`src/rtl/bp_pkg.sv`:
```
// ----------------------------------------------------------------------------
// bp_pkg
// Shared types and helpers for the branch target predictor.
//   ctr_t     : 2-bit saturating direction counter (SNT/WNT/WT/ST)
//   ctr_next  : saturating counter step for one resolved outcome
//   bp_meta_t : per-entry control fields (valid, is_jump, ctr). The tag and
//               target widths depend on the predictor parameters, so those
//               fields are stored beside the struct in bp_table.
// ----------------------------------------------------------------------------
package bp_pkg;

    typedef enum logic [1:0] {
        SNT = 2'b00,
        WNT = 2'b01,
        WT  = 2'b10,
        ST  = 2'b11
    } ctr_t;

    typedef struct packed {
        logic valid;
        logic is_jump;
        ctr_t ctr;
    } bp_meta_t;

    // Taken moves toward ST, not taken toward SNT, saturating at both ends.
    function automatic ctr_t ctr_next(input ctr_t ctr, input logic taken);
        ctr_t res;
        res = ctr;
        case (ctr)
            SNT:     res = taken ? WNT : SNT;
            WNT:     res = taken ? WT  : SNT;
            WT:      res = taken ? ST  : WNT;
            ST:      res = taken ? ST  : WT;
            default: res = SNT;
        endcase
        return res;
    endfunction

endpackage

```
`src/rtl/bp_table.sv`:
```
// ----------------------------------------------------------------------------
// bp_table
// Direct-mapped storage for the branch target buffer.
//   clk, rst            : clock, synchronous active-high clear of valid/ctr
//   fetch_idx           : lookup index from the fetch PC
//   fetch_meta/tag/target : combinational contents at fetch_idx
//   upd_idx             : index of the resolved instruction
//   upd_meta/tag/target : combinational contents at upd_idx (read side of the
//                         read-modify-write performed by the top level)
//   wr_en/idx/meta/tag/target : synchronous write port
// Reads return the pre-write contents during a write cycle (no bypass).
// ----------------------------------------------------------------------------
module bp_table
    import bp_pkg::*;
#(
    parameter int ENTRIES = 16,
    parameter int PC_W    = 32,
    parameter int IDX_W   = $clog2(ENTRIES),
    parameter int TAG_W   = PC_W - IDX_W - 2
) (
    input  logic             clk,
    input  logic             rst,
    input  logic [IDX_W-1:0] fetch_idx,
    output bp_meta_t         fetch_meta,
    output logic [TAG_W-1:0] fetch_tag,
    output logic [PC_W-1:0]  fetch_target,
    input  logic [IDX_W-1:0] upd_idx,
    output bp_meta_t         upd_meta,
    output logic [TAG_W-1:0] upd_tag,
    output logic [PC_W-1:0]  upd_target,
    input  logic             wr_en,
    input  logic [IDX_W-1:0] wr_idx,
    input  bp_meta_t         wr_meta,
    input  logic [TAG_W-1:0] wr_tag,
    input  logic [PC_W-1:0]  wr_target
);

    bp_meta_t         meta_q   [ENTRIES];
    logic [TAG_W-1:0] tag_q    [ENTRIES];
    logic [PC_W-1:0]  target_q [ENTRIES];

    // Only the control fields need clearing: a cleared valid bit makes the
    // stale tag/target unobservable.
    always_ff @(posedge clk) begin
        if (rst) begin
            for (int i = 0; i < ENTRIES; i++) begin
                meta_q[i] <= '0;
            end
        end else if (wr_en) begin
            meta_q[wr_idx] <= wr_meta;
        end
    end

    always_ff @(posedge clk) begin
        if (!rst && wr_en) begin
            tag_q[wr_idx]    <= wr_tag;
            target_q[wr_idx] <= wr_target;
        end
    end

    assign fetch_meta   = meta_q[fetch_idx];
    assign fetch_tag    = tag_q[fetch_idx];
    assign fetch_target = target_q[fetch_idx];

    assign upd_meta     = meta_q[upd_idx];
    assign upd_tag      = tag_q[upd_idx];
    assign upd_target   = target_q[upd_idx];

endmodule

```
`src/rtl/branch_target_predictor.sv`:
```
// ----------------------------------------------------------------------------
// branch_target_predictor
// Direct-mapped BTB with 2-bit direction counters beside the IF-stage PC.
//   fetch_pc       : PC to look up (combinational)
//   pred_taken     : lookup hit and predicted taken
//   pred_next_pc   : stored target when predicted taken, else fetch_pc+4
//   upd_*          : resolved branch/jump feedback from the resolution stage,
//                    qualified by upd_valid, including the carried prediction
//   mispredict     : carried prediction disagrees with the actual outcome
//   redirect_pc    : correct next PC (always driven; qualify with mispredict)
//   branch_cnt     : saturating count of updates since reset
//   mispred_cnt    : saturating count of mispredicts since reset
// ----------------------------------------------------------------------------
module branch_target_predictor
    import bp_pkg::*;
#(
    parameter int ENTRIES = 16,
    parameter int PC_W    = 32,
    parameter int CNT_W   = 16
) (
    input  logic             clk,
    input  logic             rst,
    input  logic [PC_W-1:0]  fetch_pc,
    output logic             pred_taken,
    output logic [PC_W-1:0]  pred_next_pc,
    input  logic             upd_valid,
    input  logic [PC_W-1:0]  upd_pc,
    input  logic             upd_taken,
    input  logic [PC_W-1:0]  upd_target,
    input  logic             upd_is_jump,
    input  logic             upd_pred_taken,
    input  logic [PC_W-1:0]  upd_pred_target,
    output logic             mispredict,
    output logic [PC_W-1:0]  redirect_pc,
    output logic [CNT_W-1:0] branch_cnt,
    output logic [CNT_W-1:0] mispred_cnt
);

    localparam int IDX_W = $clog2(ENTRIES);
    localparam int TAG_W = PC_W - IDX_W - 2;

    logic [IDX_W-1:0] fetch_idx;
    logic [TAG_W-1:0] fetch_tag_in;
    bp_meta_t         fetch_meta;
    logic [TAG_W-1:0] fetch_tag;
    logic [PC_W-1:0]  fetch_target;
    logic             fetch_hit;

    logic [IDX_W-1:0] upd_idx;
    logic [TAG_W-1:0] upd_tag_in;
    bp_meta_t         upd_meta;
    logic [TAG_W-1:0] upd_tag;
    logic [PC_W-1:0]  upd_old_target;
    logic             upd_hit;

    logic             wr_en;
    bp_meta_t         wr_meta;
    logic [TAG_W-1:0] wr_tag;
    logic [PC_W-1:0]  wr_target;

    logic [CNT_W-1:0] branch_cnt_q, branch_cnt_d;
    logic [CNT_W-1:0] mispred_cnt_q, mispred_cnt_d;

    assign fetch_idx    = fetch_pc[IDX_W+1:2];
    assign fetch_tag_in = fetch_pc[PC_W-1:IDX_W+2];
    assign upd_idx      = upd_pc[IDX_W+1:2];
    assign upd_tag_in   = upd_pc[PC_W-1:IDX_W+2];

    bp_table #(
        .ENTRIES (ENTRIES),
        .PC_W    (PC_W),
        .IDX_W   (IDX_W),
        .TAG_W   (TAG_W)
    ) u_table (
        .clk          (clk),
        .rst          (rst),
        .fetch_idx    (fetch_idx),
        .fetch_meta   (fetch_meta),
        .fetch_tag    (fetch_tag),
        .fetch_target (fetch_target),
        .upd_idx      (upd_idx),
        .upd_meta     (upd_meta),
        .upd_tag      (upd_tag),
        .upd_target   (upd_old_target),
        .wr_en        (wr_en),
        .wr_idx       (upd_idx),
        .wr_meta      (wr_meta),
        .wr_tag       (wr_tag),
        .wr_target    (wr_target)
    );

    // ------------------------------------------------------------------
    // Lookup
    // ------------------------------------------------------------------
    assign fetch_hit    = fetch_meta.valid && (fetch_tag == fetch_tag_in);
    assign pred_taken   = fetch_hit && (fetch_meta.is_jump || fetch_meta.ctr[1]);
    assign pred_next_pc = pred_taken ? fetch_target : (fetch_pc + PC_W'(4));

    // ------------------------------------------------------------------
    // Update: train a hitting entry, allocate on a taken miss, ignore a
    // not-taken miss. Reset has priority inside the table.
    // ------------------------------------------------------------------
    assign upd_hit = upd_meta.valid && (upd_tag == upd_tag_in);

    always_comb begin
        wr_en   = 1'b0;
        wr_meta = '0;
        wr_tag  = upd_tag_in;
        wr_target = upd_target;
        if (upd_valid) begin
            if (upd_hit) begin
                wr_en           = 1'b1;
                wr_meta.valid   = 1'b1;
                wr_meta.is_jump = upd_is_jump;
                wr_meta.ctr     = ctr_next(upd_meta.ctr, upd_taken);
                // Not-taken outcomes carry no useful target; keep the old one.
                wr_target       = upd_taken ? upd_target : upd_old_target;
            end else if (upd_taken) begin
                wr_en           = 1'b1;
                wr_meta.valid   = 1'b1;
                wr_meta.is_jump = upd_is_jump;
                wr_meta.ctr     = WT;
            end
        end
    end

    // ------------------------------------------------------------------
    // Mispredict / redirect
    // ------------------------------------------------------------------
    assign mispredict  = upd_valid &&
                         ((upd_taken != upd_pred_taken) ||
                          (upd_taken && (upd_target != upd_pred_target)));
    assign redirect_pc = upd_taken ? upd_target : (upd_pc + PC_W'(4));

    // ------------------------------------------------------------------
    // Saturating performance counters
    // ------------------------------------------------------------------
    always_comb begin
        branch_cnt_d  = branch_cnt_q;
        mispred_cnt_d = mispred_cnt_q;
        if (upd_valid && (branch_cnt_q != {CNT_W{1'b1}})) begin
            branch_cnt_d = branch_cnt_q + CNT_W'(1);
        end
        if (mispredict && (mispred_cnt_q != {CNT_W{1'b1}})) begin
            mispred_cnt_d = mispred_cnt_q + CNT_W'(1);
        end
    end

    always_ff @(posedge clk) begin
        if (rst) begin
            branch_cnt_q  <= '0;
            mispred_cnt_q <= '0;
        end else begin
            branch_cnt_q  <= branch_cnt_d;
            mispred_cnt_q <= mispred_cnt_d;
        end
    end

    assign branch_cnt  = branch_cnt_q;
    assign mispred_cnt = mispred_cnt_q;

endmodule

```
`config.mk`:
```
export PLATFORM = sky130hd
export DESIGN_NAME = branch_target_predictor
export DESIGN_NICKNAME = d
export VERILOG_FILES = /design/src/rtl/bp_pkg.sv /design/src/rtl/bp_table.sv /design/src/rtl/branch_target_predictor.sv
export SDC_FILE = /design/constraint.sdc
export NUM_CORES = 1
export LEC_CHECK = 0
export ABC_CLOCK_PERIOD_IN_PS = 13000
export BUFFER_PORTS_ARGS = -buffer_cell sky130_fd_sc_hd__buf_2
export CAP_MARGIN = 40
export CORE_MARGIN = 1.5
export CORE_UTILIZATION = 35
export CTS_CLUSTER_SIZE = 12
export DETAILED_ROUTE_END_ITERATION = 10
export GPL_TIMING_DRIVEN = 0
export PLACE_DENSITY = 0.56
export SLEW_MARGIN = 20
export SYNTH_ARGS = -nofsm -noshare
export SYNTH_HDL_FRONTEND = slang
export SYNTH_SLANG_ARGS = --single-unit
```
`constraint.sdc`:
```
create_clock -name clk -period 13 [get_ports clk]
set_input_delay 1.3 -clock clk [delete_from_list [all_inputs] [get_ports clk]]
set_output_delay 1.3 -clock clk [all_outputs]
set_load 0.005 [all_outputs]
```
==> impl_metrics.env, run 1 <==
export IMPL_ir_drop_mv=0.0981
export IMPL_ys_warn_count=0
export IMPL_clockBufferDepth=3
export IMPL_drive_above_1_share=0.331
export IMPL_rsz0062_at_grt="no"
export IMPL_start_kind="input port"
export IMPL_numClockSinks=1024
export IMPL_finalCriticalPeriod_ns=8.18
export IMPL_cts_clk_slew_worst_paths_ns=0.06
export IMPL_io_buffers=222
export IMPL_placed_area_um2=52000
export IMPL_cap_violations=0
export IMPL_finalMaxSlewViolations=0
export IMPL_path_max_fanout=10
export IMPL_synth_area_leaders="edfxtp_1, mux4_2, mux2i_1"
export IMPL_crit_start="fetch_pc[2]"
export IMPL_yosysTopAreaCell="edfxtp_1"
export IMPL_hold_start="branch_cnt[10]"
export IMPL_status="finished, final reports clean"
export IMPL_end_kind="primary output"
export IMPL_synthFlopType="edfxtp_1"
export IMPL_r2r_slack_ns=7.88
export IMPL_die_h_um=368
export IMPL_worst_pin_slew_ns=0.966
export IMPL_synth_avg_cell_area_um2=17.8
export IMPL_synth_cells=2621
export IMPL_gp_congestion=0.908
export IMPL_min_period_over_period=0.629
export IMPL_final_common_cell="edfxtp_1"
export IMPL_ys_seq_elements=1024
export IMPL_preCtsSetupSlack_ns=4.96
export IMPL_fmaxAchievable_mhz=122
export IMPL_viasPerCell=5.94
export IMPL_dr_first_iter_drc_count=4595
export IMPL_antenna_found_initial=26
export IMPL_setup_tns_ns=0
export IMPL_cts_setup_buffers=0
export IMPL_start_util=0.354
export IMPL_cts_made_buffers=107
export IMPL_fillCellCount=11800
export IMPL_root_buffer="clkbuf_16"
export IMPL_routed_wl_um=167000
export IMPL_finalSetupViolations=0
export IMPL_grt_total_usage=0.244
export IMPL_arrival_ns=6.88
export IMPL_reg2reg_from="u_table.tag_q[0][25]"
export IMPL_p_per_area_nw_per_um2=131
export IMPL_die_area_um2=136000
export IMPL_ff_latch_area_um2=30400
export IMPL_dr_pass1_iters=6
export IMPL_hpwl_um=125000
export IMPL_cts_resized=0
export IMPL_die_width_um=368
export IMPL_hold_viol=0
export IMPL_ys_types=77
export IMPL_grt_first_pass_wirelength_um=229000
export IMPL_cp_endpoint="pred_next_pc[2]"
export IMPL_design_core_area_um2=132000
export IMPL_drc=0
export IMPL_ant_nets=0
export IMPL_vias=29300
export IMPL_synthArstFlopShare=0
export IMPL_multi_input_area_um2=15400
export IMPL_syn2layout_area_growth_pct=18.4
export IMPL_reg2reg_to="u_table.tag_q[12][16]"
export IMPL_netlist_area_um2=46700
export IMPL_skew_ns=0.0346
export IMPL_fin_area_um2=55200
export IMPL_io_pin_count=232
export IMPL_grt_pass1_vias=28400
export IMPL_synth_edf_count=992
export IMPL_final_cell_mix="edfxtp_1, mux4_2, buf_2, mux2i_1, nand2_1"
export IMPL_cts_hold_buf=0
export IMPL_grt_start_max_net_pins=23
export IMPL_insertion_delay_ns=0.71
export IMPL_holdCritPathClass="reg2reg"
export IMPL_worst_slack_ns=4.82
export IMPL_wl_per_cell_um=33.9
export IMPL_p_leak_nw=18.1
export IMPL_num_rows=133
export IMPL_final_nets=3248
export IMPL_syn_nets=2762
export IMPL_overflow=0
export IMPL_path_class="in2out"
export IMPL_slew_headroom=0.356
export IMPL_crit_required_ns=11.70
export IMPL_tritoncts="done"
export IMPL_reg2reg_depth=15
export IMPL_synth_top_area_frac=0.638
export IMPL_ys_seq_area_frac=0.652
export IMPL_cts_max_level=3
critical path: stages:
cell      delay [ns]
buf_2           0.23
clkbuf_1        0.20
buf_2           0.47
buf_2           0.45
buf_2           0.57
buf_2           0.54
mux2i_1         0.57
nor2_1          0.08
a211oi_1        0.27
nand3_1         0.13
o22ai_1         0.19
nand4_1         0.56
clkbuf_1        0.36
buf_8           0.20
mux2i_1         0.48
buf_2           0.22
synth_stat cells, types with 7 or more instances:
library cell / count
edfxtp_1: 992
mux4_2: 352
mux2i_1: 129
nand2_1: 114
nor2_1: 109
clkbuf_1: 97
xnor2_1: 87
xor2_1: 77
nand3_1: 61
mux2_2: 60
o21ai_0: 55
nor3_1: 52
buf_2: 46
dfxtp_1: 32
nor4_1: 31
inv_1: 29
a22oi_1: 23
nand4_1: 23
o22ai_1: 18
o211ai_1: 16
o21bai_1: 16
a21oi_1: 15
buf_1: 15
or3_1: 11
buf_4: 10
and4bb_2: 9
nor2b_1: 9
o31ai_1: 8
and3_1: 7
buf_6: 7
ha_1: 7
o2111ai_1: 7
power by group:
part	leakage (nW)	switching [mW]	internal, mW
logic	7.31	0.436	0.250
clock network	1.55	1.29	1.59
registers	9.24	0.0124	3.65
area by class of cell:
class	instances	area share
clock inverter	58	0.00725
clock buffer	123	0.0503
multi-input combinational	1387	0.279
tap	1755	0.0397
timing repair buffer	377	0.0540
inverter	30	0.00204
antenna	5	0.000226
sequential	1024	0.551
buffer	180	0.0161
metrics by stage:
step                cells  hold slack (ns)  power, mW   util
floorplan            2621            0.481       4.07      -
global placement     4598            0.485       4.38  0.379
detailed placement   4744            0.504       4.40  0.394
CTS                  4925            0.513       7.25  0.419
global route         4935            0.532       7.41  0.419
finish               4939            0.511       7.23  0.419
layer usage:
layer / global-route usage / wire (um) / up-vias
li1: - / - / 11700
met1: 0.341 / 67000 / 15400
met2: 0.372 / 75500 / 1891
met3: 0.0645 / 19300 / 331
met4: 0.0738 / 5390 / 30
met5: 0 / 193 / -
sequential cells by signal (all words and copies together) (netlist names):
signal	count
u_table.meta_q	64
mispred_cnt	16
branch_cnt	16
u_table.tag_q	416
u_table.target_q	512
worst min-delay path by stage:
stage,end,slack (ns),cells after the start
final,branch_cnt[10],0.51,2
after global routing,mispred_cnt[15],0.53,2
after CTS,branch_cnt[10],0.51,2
after detailed placement,branch_cnt[10],0.50,2
after global placement,branch_cnt[10],0.48,2
after floorplan,mispred_cnt[15],0.48,2
kinds of logic after synthesis:
group,synth area share
AOI/OAI and AO/OA,0.0313
xor gates and xnor gates,0.0308
adders and majority gates,0.00209
buffers and inverters,0.0214
DFF,0.652
muxes,0.212
and+or+nand+nor,0.0503
Note: power is estimated with default switching activity, not from simulation.
==> run 2: changes to the inputs <==
--- a/config.mk
+++ b/config.mk
@@ -5,7 +5,7 @@
 export SDC_FILE = /design/constraint.sdc
 export NUM_CORES = 1
 export LEC_CHECK = 0
-export ABC_CLOCK_PERIOD_IN_PS = 13000
+export ABC_CLOCK_PERIOD_IN_PS = 6700
 export BUFFER_PORTS_ARGS = -buffer_cell sky130_fd_sc_hd__buf_2
 export CAP_MARGIN = 40
 export CORE_MARGIN = 1.5
@@ -13,7 +13,7 @@
 export CTS_CLUSTER_SIZE = 12
 export DETAILED_ROUTE_END_ITERATION = 10
 export GPL_TIMING_DRIVEN = 0
-export PLACE_DENSITY = 0.56
+export PLACE_DENSITY = 0.58
 export SLEW_MARGIN = 20
 export SYNTH_ARGS = -nofsm -noshare
 export SYNTH_HDL_FRONTEND = slang
==> constraint.sdc (replaced) <==
create_clock -name clk -period 6.7 [get_ports clk]
set_input_delay 0.67 -clock clk [delete_from_list [all_inputs] [get_ports clk]]
set_output_delay 0.67 -clock clk [all_outputs]
set_load 0.005 [all_outputs]
==> run 2 against run 1 <==
Final area barely moved; flip-flop and latch count did not move; cell count barely moved; sequential share of layout area barely moved; non-clock buffer count fell by 2; die area did not move; hold slack got worse by 0.17 ns; core utilization barely moved; total power rose by 96%.
==> impl_metrics.env, run 2 (synthesis results as in run 1) <==
export IMPL_status="finished, final reports clean"
export IMPL_die_h_um=368
export IMPL_fin_area_um2=55200
export IMPL_reg_largest_list="u_table.target_q (512), u_table.tag_q (416), u_table.meta_q (64)"
export IMPL_io_buffers=222
export IMPL_cts_max_level=3
export IMPL_vias=29500
export IMPL_cap_violations=0
export IMPL_path_max_fanout=10
export IMPL_arrival_ns=5.86
export IMPL_cts_hold_buf=0
export IMPL_cts_made_buffers=107
export IMPL_hold_viol=0
export IMPL_slew_headroom=0.284
export IMPL_start_kind="input port"
export IMPL_routed_wl_um=166000
export IMPL_drc=0
export IMPL_syn2layout_area_growth_pct=18.4
export IMPL_netSwitchingFraction=0.237
export IMPL_ant_nets=0
export IMPL_antenna_found_initial=21
export IMPL_power_switching_mw=3.36
export IMPL_placed_cells_incl_taps=4743
export IMPL_skew_ns=0.0327
export IMPL_combinationalPowerShare=0.094
export IMPL_dr_first_iter_drc_count=4217
export IMPL_io_pin_count=232
export IMPL_slowest_delay_ns=0.57
export IMPL_grt_total_usage=0.241
export IMPL_clock_power_share=0.404
export IMPL_placed_area_um2=51900
export IMPL_hpwl_um=124000
export IMPL_totalPowerFinal_mw=14.1
export IMPL_numClockSinks=1024
export IMPL_gp_congestion=0.954
export IMPL_min_period_over_period=0.975
export IMPL_grt_pass1_vias=28300
export IMPL_largest_reg_flops=512
export IMPL_finalCriticalPeriod_ns=6.53
export IMPL_holdCritPathClass="in2reg"
export IMPL_worst_pin_slew_ns=1.06
export IMPL_regMostFlops="u_table.target_q"
export IMPL_cts_clk_slew_worst_paths_ns=0.06
export IMPL_die_area_um2=136000
export IMPL_setup_tns_ns=0
export IMPL_tritoncts="done"
export IMPL_final_util=0.419
export IMPL_insertion_delay_ns=0.73
export IMPL_path_class="in2out"
export IMPL_num_rows=133
export IMPL_path_cells="buf_2, clkbuf_1, buf_2, buf_2, buf_2, buf_2, mux2i_1, nor2_1, a211oi_1, nand3_1, o22ai_1, nand4_1, clkbuf_2, mux2i_1, buf_2"
export IMPL_cp_top_family="buffers and inverters"
export IMPL_ir_drop_mv=0.192
export IMPL_critPathSlowestCell="buf_2"
export IMPL_finalSetupViolations=0
export IMPL_die_width_um=368
export IMPL_p_leak_nw=18.1
export IMPL_finalMaxSlewViolations=0
export IMPL_final_nets=3246
export IMPL_end_kind="primary output"
export IMPL_seqPwrFrac=0.502
export IMPL_root_buffer="clkbuf_16"
export IMPL_start_util=0.354
export IMPL_intPower_mw=10.8
export IMPL_grt_first_pass_wirelength_um=227000
export IMPL_overflow=0
export IMPL_fin_cells=4938
export IMPL_fmaxAchievable_mhz=153
export IMPL_final_cell_mix="edfxtp_1, mux4_2, buf_2, mux2i_1, clkbuf_1"
export IMPL_wl_per_cell_um=33.6
export IMPL_rsz0062_at_grt="no"
export IMPL_path_common_cell="buf_2"
export IMPL_design_core_area_um2=132000
export IMPL_p_per_area_nw_per_um2=256
export IMPL_viasPerCell=5.98
export IMPL_critPathBufInv=8
export IMPL_crit_required_ns=6.03
export IMPL_clockBufferDepth=3
export IMPL_dr_pass1_iters=6
export IMPL_final_common_cell="edfxtp_1"
export IMPL_grt_start_max_net_pins=23
export IMPL_drive_above_1_share=0.330
==> run 2: cell count changes in the layout (fill, tap and decap cells not counted), moves of 2 or more <==
cell       change
clkbuf_1       +9
clkinv_1       -9
clkinv_2       -6
buf_4          +4
clkinv_8       -4
buf_8          -3
bufinv_16      +3
buf_16         -2
clkbuf_2       +2
inv_16         +2
inv_6          +2
==> run 2: final timing paths <==
kind | start | to | slack, ns | cells past startpoint
worst max-delay path | fetch_pc[2] | pred_next_pc[2] | 0.17 | 15
worst min-delay path | upd_pc[10] | u_table.tag_q[7][4] | 0.34 | 1
worst max register to register | u_table.tag_q[0][25] | u_table.tag_q[2][17] | 1.50 | 14
worst min register to register | branch_cnt[10] | branch_cnt[10] | 0.51 | 2
==> run 2: power groups by stage <==
stage	clock, mW	combinational (mW)	sequential (mW)
after floorplan	0	0.668	7.23
after global placement	0	1.25	7.24
after detailed placement	0	1.30	7.24
after CTS	5.77	1.30	7.10
after global routing	5.99	1.37	7.11
final	5.71	1.33	7.10
==> run 2: metrics by stage <==
step,setup slack (ns),hold WS [ns]
floorplan,1.13,0.481
global placement,-4.90,0.491
detailed placement,-0.221,0.503
CTS,0.315,0.301
global route,0.0990,0.330
finish,0.169,0.344
==> run 2: worst reg2reg max path, cell delays in order, from the launching register on <==
cell and delay [ns]:
edfxtp_1 0.41, mux4_2 0.47, mux2i_1 0.25, xor2_1 0.32
nand4_1 0.32, nor4_1 0.52, o2111ai_1 0.33, buf_4 0.28
o31a_1 0.32, buf_6 0.14, buf_2 0.21, nor3_2 0.67
buf_6 0.25, buf_4 0.19, buf_4 0.21
==> run 2: layout make-up <==
type	count	area, um2
inverter	30	113
clock inverter	46	419
buffer	180	895
sequential	1024	30400
clock buffer	135	2830
fill	11800	76600
antenna	6	15.0
timing repair buffer	375	2890
multi-input combinational	1387	15400
tap	1755	2200
==> run 2: routing by layer <==
layer  GRT usage  up-vias  routed length [um]
met5           0        -                 144
met4      0.0708       24                5520
met2       0.367     1926               75100
met3      0.0827      340               19900
met1       0.325    15500               65400
li1            -    11700                   -
==> run 2: what timing repair did <==
item | 4_1_cts | 5_1_grt
resized for setup | 1 | 0
buffers inserted | 1 | 0
endpoints found under the hold margin | 0 | 0
setup endpoints to repair | 9 | 0
